File: src/rtl/armleocpu_ptw_param_if.sv
// Avalon-MM pipelined read port between the page table walker
// and the memory bus.
interface armleocpu_ptw_param_if #(
  parameter int PPN_W    = 22,
  parameter int VPN_W    = 10,
  parameter int PTE_LOG2 = 2,
  parameter int DATA_W   = 32
);
  localparam int AW = PPN_W + VPN_W + PTE_LOG2;

  logic [AW-1:0]     avl_address;
  logic              avl_read;
  logic [DATA_W-1:0] avl_readdata;
  logic              avl_readdatavalid;
  logic              avl_waitrequest;
  logic [1:0]        avl_response;

  modport master (
    output avl_address,
    output avl_read,
    input  avl_readdata,
    input  avl_readdatavalid,
    input  avl_waitrequest,
    input  avl_response
  );

  modport slave (
    input  avl_address,
    input  avl_read,
    output avl_readdata,
    output avl_readdatavalid,
    output avl_waitrequest,
    output avl_response
  );
endinterface

File: src/rtl/armleocpu_ptw_param.sv
// Parametrised page table walker (Sv32 / Sv39-style) with a
// pipelined Avalon-MM read port, A/D checks, bare mode and abort.
module armleocpu_ptw_param #(
  parameter int LEVELS   = 2,
  parameter int VPN_W    = 10,
  parameter int PPN_W    = 22,
  parameter int DATA_W   = 32,
  parameter int PTE_LOG2 = 2,
  parameter int AD_CHECK = 1
) (
  input  logic                    clk,
  input  logic                    rst_n,
  armleocpu_ptw_param_if.master   avl,
  input  logic                    resolve_request,
  output logic                    resolve_ack,
  input  logic                    resolve_store,
  input  logic                    resolve_abort,
  input  logic [LEVELS*VPN_W-1:0] virtual_address,
  input  logic                    matp_mode,
  input  logic [PPN_W-1:0]        matp_ppn,
  output logic                    resolve_done,
  output logic                    resolve_pagefault,
  output logic                    resolve_accessfault,
  output logic [7:0]              resolve_access_bits,
  output logic [PPN_W-1:0]        resolve_physical_address
);
  localparam int VAW = LEVELS * VPN_W;
  localparam int LW  = $clog2(LEVELS);
  localparam logic [LW-1:0] TOP = LW'(LEVELS - 1);

  typedef enum logic [2:0] {
    S_IDLE,
    S_READ,
    S_WAIT,
    S_DRAIN,
    S_DONE
  } state_e;

  state_e            state_q, state_d;
  logic [VAW-1:0]    va_q, va_d;
  logic              store_q, store_d;
  logic [PPN_W-1:0]  base_q, base_d;
  logic [LW-1:0]     level_q, level_d;
  logic              pf_q, pf_d;
  logic              af_q, af_d;
  logic [7:0]        bits_q, bits_d;
  logic [PPN_W-1:0]  pa_q, pa_d;

  logic [7:0]        flags;
  logic [PPN_W-1:0]  pte_ppn;
  logic              invalid;
  logic              leaf;
  logic              misaligned;
  logic              ad_fault;
  logic              rsv_fault;
  logic [31:0]       shamt;
  logic [PPN_W-1:0]  lo_mask;
  logic [PPN_W-1:0]  va_ext;
  logic [PPN_W-1:0]  va_in_ext;
  logic [PPN_W-1:0]  leaf_pa;
  logic [VPN_W-1:0]  vpn_cur;
  logic              unused_rd;

  assign flags     = avl.avl_readdata[7:0];
  assign pte_ppn   = avl.avl_readdata[10 +: PPN_W];
  assign unused_rd = ^avl.avl_readdata;

  assign invalid = !flags[0] || (flags[2] && !flags[1]);
  assign leaf    = flags[1] || flags[3];

  // lo_mask covers the page offset bits a superpage at this level spans
  assign shamt   = 32'(level_q) * VPN_W;
  assign lo_mask = ~({PPN_W{1'b1}} << shamt);
  assign vpn_cur = VPN_W'(va_q >> shamt);

  if (VAW >= PPN_W) begin : g_trunc
    assign va_ext    = va_q[PPN_W-1:0];
    assign va_in_ext = virtual_address[PPN_W-1:0];
  end else begin : g_zext
    assign va_ext    = {{(PPN_W-VAW){1'b0}}, va_q};
    assign va_in_ext = {{(PPN_W-VAW){1'b0}}, virtual_address};
  end

  assign misaligned = |(pte_ppn & lo_mask);
  assign ad_fault   = (AD_CHECK != 0) &&
                      (!flags[6] || (store_q && !flags[7]));
  assign rsv_fault  = flags[7] || flags[6] || flags[4] ||
                      (level_q == '0);
  assign leaf_pa    = (pte_ppn & ~lo_mask) | (va_ext & lo_mask);

  assign avl.avl_address = {base_q, vpn_cur, {PTE_LOG2{1'b0}}};
  assign avl.avl_read    = (state_q == S_READ);

  assign resolve_ack              = (state_q == S_IDLE);
  assign resolve_done             = (state_q == S_DONE);
  assign resolve_pagefault        = pf_q;
  assign resolve_accessfault      = af_q;
  assign resolve_access_bits      = bits_q;
  assign resolve_physical_address = pa_q;

  always_comb begin
    state_d = state_q;
    va_d    = va_q;
    store_d = store_q;
    base_d  = base_q;
    level_d = level_q;
    pf_d    = pf_q;
    af_d    = af_q;
    bits_d  = bits_q;
    pa_d    = pa_q;
    unique case (state_q)
      S_IDLE: begin
        if (resolve_request) begin
          va_d    = virtual_address;
          store_d = resolve_store;
          base_d  = matp_ppn;
          level_d = TOP;
          if (!matp_mode) begin
            state_d = S_DONE;
            pa_d    = va_in_ext;
            bits_d  = 8'hCF;
            pf_d    = 1'b0;
            af_d    = 1'b0;
          end else begin
            state_d = S_READ;
          end
        end
      end
      S_READ: begin
        if (resolve_abort) begin
          state_d = avl.avl_waitrequest ? S_IDLE : S_DRAIN;
        end else if (!avl.avl_waitrequest) begin
          state_d = S_WAIT;
        end
      end
      S_WAIT: begin
        if (resolve_abort) begin
          state_d = avl.avl_readdatavalid ? S_IDLE : S_DRAIN;
        end else if (avl.avl_readdatavalid) begin
          state_d = S_DONE;
          pf_d    = 1'b0;
          af_d    = 1'b0;
          bits_d  = flags;
          pa_d    = '0;
          if (avl.avl_response != 2'b00) begin
            af_d   = 1'b1;
            bits_d = '0;
          end else if (invalid) begin
            pf_d = 1'b1;
          end else if (leaf) begin
            if (misaligned || ad_fault) begin
              pf_d = 1'b1;
            end else begin
              pa_d = leaf_pa;
            end
          end else if (rsv_fault) begin
            pf_d = 1'b1;
          end else begin
            base_d  = pte_ppn;
            level_d = level_q - 1'b1;
            state_d = S_READ;
          end
        end
      end
      S_DRAIN: begin
        if (avl.avl_readdatavalid) begin
          state_d = S_IDLE;
        end
      end
      S_DONE: begin
        state_d = S_IDLE;
      end
      default: begin
        state_d = S_IDLE;
      end
    endcase
  end

  always_ff @(posedge clk or negedge rst_n) begin
    if (!rst_n) begin
      state_q <= S_IDLE;
      va_q    <= '0;
      store_q <= 1'b0;
      base_q  <= '0;
      level_q <= TOP;
      pf_q    <= 1'b0;
      af_q    <= 1'b0;
      bits_q  <= '0;
      pa_q    <= '0;
    end else begin
      state_q <= state_d;
      va_q    <= va_d;
      store_q <= store_d;
      base_q  <= base_d;
      level_q <= level_d;
      pf_q    <= pf_d;
      af_q    <= af_d;
      bits_q  <= bits_d;
      pa_q    <= pa_d;
    end
  end
endmodule

File: src/flat_wrapper.sv
// flat-port wrapper written by rule: the top's interface ports become plain ports
module armleocpu_ptw_param_flat 
#(
  parameter int LEVELS   = 2,
  parameter int VPN_W    = 10,
  parameter int PPN_W    = 22,
  parameter int DATA_W   = 32,
  parameter int PTE_LOG2 = 2,
  parameter int AD_CHECK = 1
)
  (clk, rst_n, resolve_request, resolve_ack, resolve_store, resolve_abort, virtual_address, matp_mode, matp_ppn, resolve_done, resolve_pagefault, resolve_accessfault, resolve_access_bits, resolve_physical_address, avl_avl_address, avl_avl_read, avl_avl_readdata, avl_avl_readdatavalid, avl_avl_waitrequest, avl_avl_response);
  armleocpu_ptw_param_if #(.PPN_W(PPN_W), .VPN_W(VPN_W), .PTE_LOG2(PTE_LOG2), .DATA_W(DATA_W)) avl_i ();
  input  logic clk;
  input  logic rst_n;
  input  logic resolve_request;
  output logic resolve_ack;
  input  logic resolve_store;
  input  logic resolve_abort;
  input  logic [LEVELS*VPN_W-1:0] virtual_address;
  input  logic matp_mode;
  input  logic [PPN_W-1:0] matp_ppn;
  output logic resolve_done;
  output logic resolve_pagefault;
  output logic resolve_accessfault;
  output logic [7:0] resolve_access_bits;
  output logic [PPN_W-1:0] resolve_physical_address;
  output wire logic [$bits(avl_i.avl_address)-1:0] avl_avl_address;
  output wire logic [$bits(avl_i.avl_read)-1:0] avl_avl_read;
  input wire logic [$bits(avl_i.avl_readdata)-1:0] avl_avl_readdata;
  input wire logic [$bits(avl_i.avl_readdatavalid)-1:0] avl_avl_readdatavalid;
  input wire logic [$bits(avl_i.avl_waitrequest)-1:0] avl_avl_waitrequest;
  input wire logic [$bits(avl_i.avl_response)-1:0] avl_avl_response;
  assign avl_avl_address = avl_i.avl_address;
  assign avl_avl_read = avl_i.avl_read;
  assign avl_i.avl_readdata = avl_avl_readdata;
  assign avl_i.avl_readdatavalid = avl_avl_readdatavalid;
  assign avl_i.avl_waitrequest = avl_avl_waitrequest;
  assign avl_i.avl_response = avl_avl_response;
  armleocpu_ptw_param #(.LEVELS(LEVELS), .VPN_W(VPN_W), .PPN_W(PPN_W), .DATA_W(DATA_W), .PTE_LOG2(PTE_LOG2), .AD_CHECK(AD_CHECK)) u_core (.clk(clk), .rst_n(rst_n), .avl(avl_i), .resolve_request(resolve_request), .resolve_ack(resolve_ack), .resolve_store(resolve_store), .resolve_abort(resolve_abort), .virtual_address(virtual_address), .matp_mode(matp_mode), .matp_ppn(matp_ppn), .resolve_done(resolve_done), .resolve_pagefault(resolve_pagefault), .resolve_accessfault(resolve_accessfault), .resolve_access_bits(resolve_access_bits), .resolve_physical_address(resolve_physical_address));
endmodule
File: config.mk
export PLATFORM = sky130hd
export DESIGN_NAME = armleocpu_ptw_param_flat
export DESIGN_NICKNAME = d
export VERILOG_FILES = /design/src/rtl/armleocpu_ptw_param_if.sv /design/src/rtl/armleocpu_ptw_param.sv /design/src/flat_wrapper.sv
export SDC_FILE = /design/constraint.sdc
export NUM_CORES = 1
export LEC_CHECK = 0
export CAP_MARGIN = 20
export CORE_MARGIN = 2
export CORE_UTILIZATION = 40
export DETAILED_ROUTE_END_ITERATION = 10
export PLACE_DENSITY = 0.82
export SLEW_MARGIN = 20
export SYNTH_ARGS = -nofsm -noshare
export SYNTH_HDL_FRONTEND = slang
export SYNTH_SLANG_ARGS = --single-unit
File: constraint.sdc
create_clock -name clk -period 2.1 [get_ports clk]
set_input_delay 0.42 -clock clk [delete_from_list [all_inputs] [get_ports clk]]
set_output_delay 0.42 -clock clk [all_outputs]
set_load 0.01 [all_outputs]
==> metrics.log <==
[metrics] minimum clock period after layout: 2061 ps
[metrics] Util after Layout: 63.76%
[metrics] share of flip-flops with an asynchronous set or reset after synthesis: 100.0%
[metrics] initial antenna violation count: 0
[metrics] category of the critical setup timing path: flop to primary output
[metrics] fin nets: 676
[metrics] Max Used Layer: met4
[metrics] reported max-cap violation count: 0
[metrics] Final Slew Violations: 0
[metrics] WL met2: 6973 um
[metrics] die area: 11140 sq um
[metrics] clock-pin slew reported for the worst setup and hold paths after clock tree synthesis: 90 ps
[metrics] # H-tree levels: 3
[metrics] Avg WL per Cell: 18.40 um
[metrics] upper clock frequency limit: 485.1 MHz
[metrics] P_sw: 3.170 mW
[metrics] worst setup path startpoint: u_core.level_q
[metrics] number of placed I/O pins: 153
[metrics] Final setup viols: 0
[metrics] detailed placer's ending HPWL: 10080 um
[metrics] kind of start point of the critical path: flop
[metrics] most instantiated flip-flop cell in the synthesis netlist: sky130_fd_sc_hd__dfrtp_1
[metrics] GRT Util Overall: 24.24%
[metrics] TritonRoute pass-1 iters: 7
[metrics] Mean Syn Cell Area: 10.11 sq um
[metrics] Yosys warning total: 0
[metrics] met1 routed wirelength after detailed routing: 5593 um
[metrics] Antenna Violating Nets Remaining: 0
[metrics] TritonCTS Buffers: 9
[metrics] leakage dissipation: 2.821 nW
[metrics] critical path capture point: avl_avl_address[3]
[metrics] area inside the core boundary: 10180 sq um
[metrics] Tightest Hold Check Type: flop to flop
[metrics] Iteration-0 DRC Markers: 284
[metrics] via count normalized by instance count: 5.449
[metrics] metal3 WL: 700 um
[metrics] unrepaired setup endpoints after global routing: yes
[metrics] CTS tree: built
[metrics] clock network power share: 15.5%
[metrics] power share of the sequential group: 31.1%
[metrics] count of endpoints failing hold in the final timing report: 0
[metrics] height of the die: 105.5 um
[metrics] maximum number of pins on one net before global-route repair: 52
[metrics] PortBufs: 148
[metrics] overall overflow remaining after global route: 0
[metrics] setup slack of the worst register-to-register path: 60 ps
[metrics] run status: complete, no violations
[metrics] Netlist Area Pre-Place: 4124 sq um
[metrics] data arrival time of the worst path: 1640 ps
[metrics] cell count of the worst hold path: 2
[metrics] count of different cell masters after synthesis: 48
[metrics] worst r2r src: u_core.level_q
[metrics] wire length after detailed routing: 13470 um
[metrics] proportion of total power due to net switching: 36.37%
[metrics] Seq/Total Area, Yosys: 47.97%
[metrics] effective utilization at floorplan: 40.49%
[metrics] number of global-route vias before repair: 4132
[metrics] cell-internal power: 5.546 mW
[metrics] first-pass GRT wire length: 21310 um
[metrics] area growth from synthesis to layout: 57.46%
[metrics] final cycle utilization of the critical path: 98.16%
[metrics] Register-to-Register Path Depth: 6
[metrics] critical path capture point type: primary output
[metrics] placer's final routability congestion estimate: 0.8748
[metrics] total of flip-flops plus latches after synthesis: 79
[metrics] Clk Tree Root Cell: sky130_fd_sc_hd__clkbuf_8
[metrics] commonest cells after routing, fill and taps aside: 127 x sky130_fd_sc_hd__clkdlybuf4s50_1, 75 x sky130_fd_sc_hd__dfrtp_1, 74 x sky130_fd_sc_hd__nand2_1, 52 x sky130_fd_sc_hd__buf_4, 32 x sky130_fd_sc_hd__a21oi_1
[metrics] most common cell after layout, fill and taps aside: sky130_fd_sc_hd__clkdlybuf4s50_1
[metrics] Post-Route Hold Slack: 481.9 ps
[metrics] latest clock arrival within the worst-skew pair: 350 ps
[metrics] fraction of final layout cells with drive strength greater than 1: 23.32%
[metrics] P per Cell Area: 1342 nW/um^2
[metrics] number of enable flip-flop cells after synthesis: 0
[metrics] fraction of power consumed by combinational cells: 53.4%
[metrics] worst vdd rail ir drop: 719.6 uV
[metrics] # rows: 37
[metrics] Post-Synthesis Cells: 408
[metrics] clk sinks: 79
[metrics] clk buf depth: 2
[metrics] total DRC errors in the routed layout: 0
[metrics] total inserted antenna cells: 0
[metrics] Worst EP required: 1680 ps
[metrics] Setup Skew: 13.19 ps
[metrics] worst flop-to-flop path endpoint: u_core.base_q[1]
[metrics] Die X: 105.5 um
[metrics] number of vias after detailed routing: 3989
[metrics] summed negative setup slack over all endpoints: 0 ps
[metrics] biggest fanout along the worst timing path: 13
==> per-layer routing <==
layer | vias up | global-route usage (%)
li1 | 1869 | -
met1 | 1948 | 31.45
met2 | 158 | 41.71
met3 | 14 | 3.092
met4 | 0 | 8.553
met5 | - | 0
==> synthesized netlist by cell type, types with 2 or more instances <==
library cell	number	area, sq um
sky130_fd_sc_hd__nor4b_1	2	17.52
sky130_fd_sc_hd__nor3_1	4	20.02
sky130_fd_sc_hd__nand4_1	13	81.33
sky130_fd_sc_hd__mux2_2	10	112.6
sky130_fd_sc_hd__nor2_1	8	30.03
sky130_fd_sc_hd__inv_1	5	18.77
sky130_fd_sc_hd__clkbuf_1	26	97.59
sky130_fd_sc_hd__nand2b_1	25	156.4
sky130_fd_sc_hd__nand3_1	2	10.01
sky130_fd_sc_hd__dfrtp_1	78	1952
sky130_fd_sc_hd__or3_1	2	12.51
sky130_fd_sc_hd__buf_2	10	50.05
sky130_fd_sc_hd__nand2_1	74	277.8
sky130_fd_sc_hd__a22oi_1	2	15.01
sky130_fd_sc_hd__o221a_2	23	259.0
sky130_fd_sc_hd__a21oi_1	33	165.2
sky130_fd_sc_hd__mux2i_1	10	100.1
sky130_fd_sc_hd__nor3b_1	5	37.54
sky130_fd_sc_hd__buf_4	2	15.01
sky130_fd_sc_hd__a211oi_1	2	15.01
sky130_fd_sc_hd__o21ai_0	14	70.07
sky130_fd_sc_hd__or4_1	2	15.01
sky130_fd_sc_hd__and4_1	20	175.2
sky130_fd_sc_hd__and2_1	2	12.51
sky130_fd_sc_hd__o41ai_2	10	162.7
sky130_fd_sc_hd__o21ai_1	2	10.01
==> power by group through the flow <==
| stage | Sequential [mW] | Clock [mW] | Combinational, mW |
|---|---|---|---|
| floorplan | 2.80 | 0 | 2.12 |
| detailed placement | 2.75 | 0 | 4.50 |
| global placement | 2.70 | 0 | 4.37 |
| global route | 2.79 | 1.43 | 5.00 |
| finish | 2.71 | 1.35 | 4.65 |
| CTS | 2.70 | 1.36 | 4.59 |
==> how the worst min path moves through the flow <==
stage | end | slack (ps) | from
floorplan | u_core.base_q[0] | 120 | rst_n
global placement | u_core.va_q[15] | 370 | rst_n
detailed placement | u_core.va_q[15] | 370 | rst_n
CTS | u_core.va_q[11] | 480 | u_core.va_q[11]
global route | u_core.va_q[10] | 500 | u_core.va_q[10]
finish | u_core.va_q[10] | 480 | u_core.va_q[10]
==> final cells by class <==
cell class / count / area, sq um
Fill cell: 788 / 3691
Timing Repair Buffer: 210 / 2047
Multi-Input combinational cell: 287 / 2042
Sequential cell: 79 / 1982
Tap cell: 136 / 170.2
Clock buffer: 10 / 127.6
Clock inverter: 5 / 106.4
Inverter: 5 / 18.77
==> worst max-delay path: stages (launching register included) <==
cell                              delay (ps)
sky130_fd_sc_hd__dfstp_2                 570
sky130_fd_sc_hd__buf_12                  140
sky130_fd_sc_hd__mux2_2                  340
sky130_fd_sc_hd__clkdlybuf4s15_1         250
==> registers in the layout, summed over array words and instances (netlist names) <==
signal,flops
u_core.state_q,3
u_core.va_q,20
u_core.resolve_physical_address,22
u_core.base_q,22
u_core.resolve_access_bits,8
u_core.resolve_pagefault,1
u_core.store_q,1
u_core.level_q,1
u_core.resolve_accessfault,1
==> cell families (layout without fill, tap and decap cells) <==
family / count (synthesis) / in the layout / synth area share (%)
muxes: 20 / 20 / 5.158
other: 1 / 2 / 0.09093
DFF: 79 / 79 / 47.97
buffers and inverters: 43 / 230 / 4.399
and+or+nand+nor: 170 / 170 / 23.12
AOI/OAI and AO/OA: 95 / 95 / 19.27
==> per-stage QoR <==
| step | power (mW) | std cells | cell area, sq um | setup slack (ps) |
|---|---|---|---|---|
| after global routing | 9.216 | 732 | 6494 | -4.311 |
| final | 8.716 | 732 | 6494 | 38.58 |
| after global placement | 7.076 | 704 | 6081 | -433.5 |
| after floorplan | 4.926 | 409 | 4128 | 148.8 |
| after detailed placement | 7.245 | 704 | 6081 | -537.1 |
| after CTS | 8.651 | 730 | 6426 | 4.219 |
==> what timing repair did <==
action / CTS / global route
setup endpoints to repair: 36 / 32
gates cloned: 0 / 0
gates resized for setup: 31 / 17
hold buffers: 1 / 0
pin swaps: 12 / 2
endpoints found under the hold margin: 9 / 0
setup buffers: 10 / 2
No activity file was read; power rests on OpenSTA's default activity.
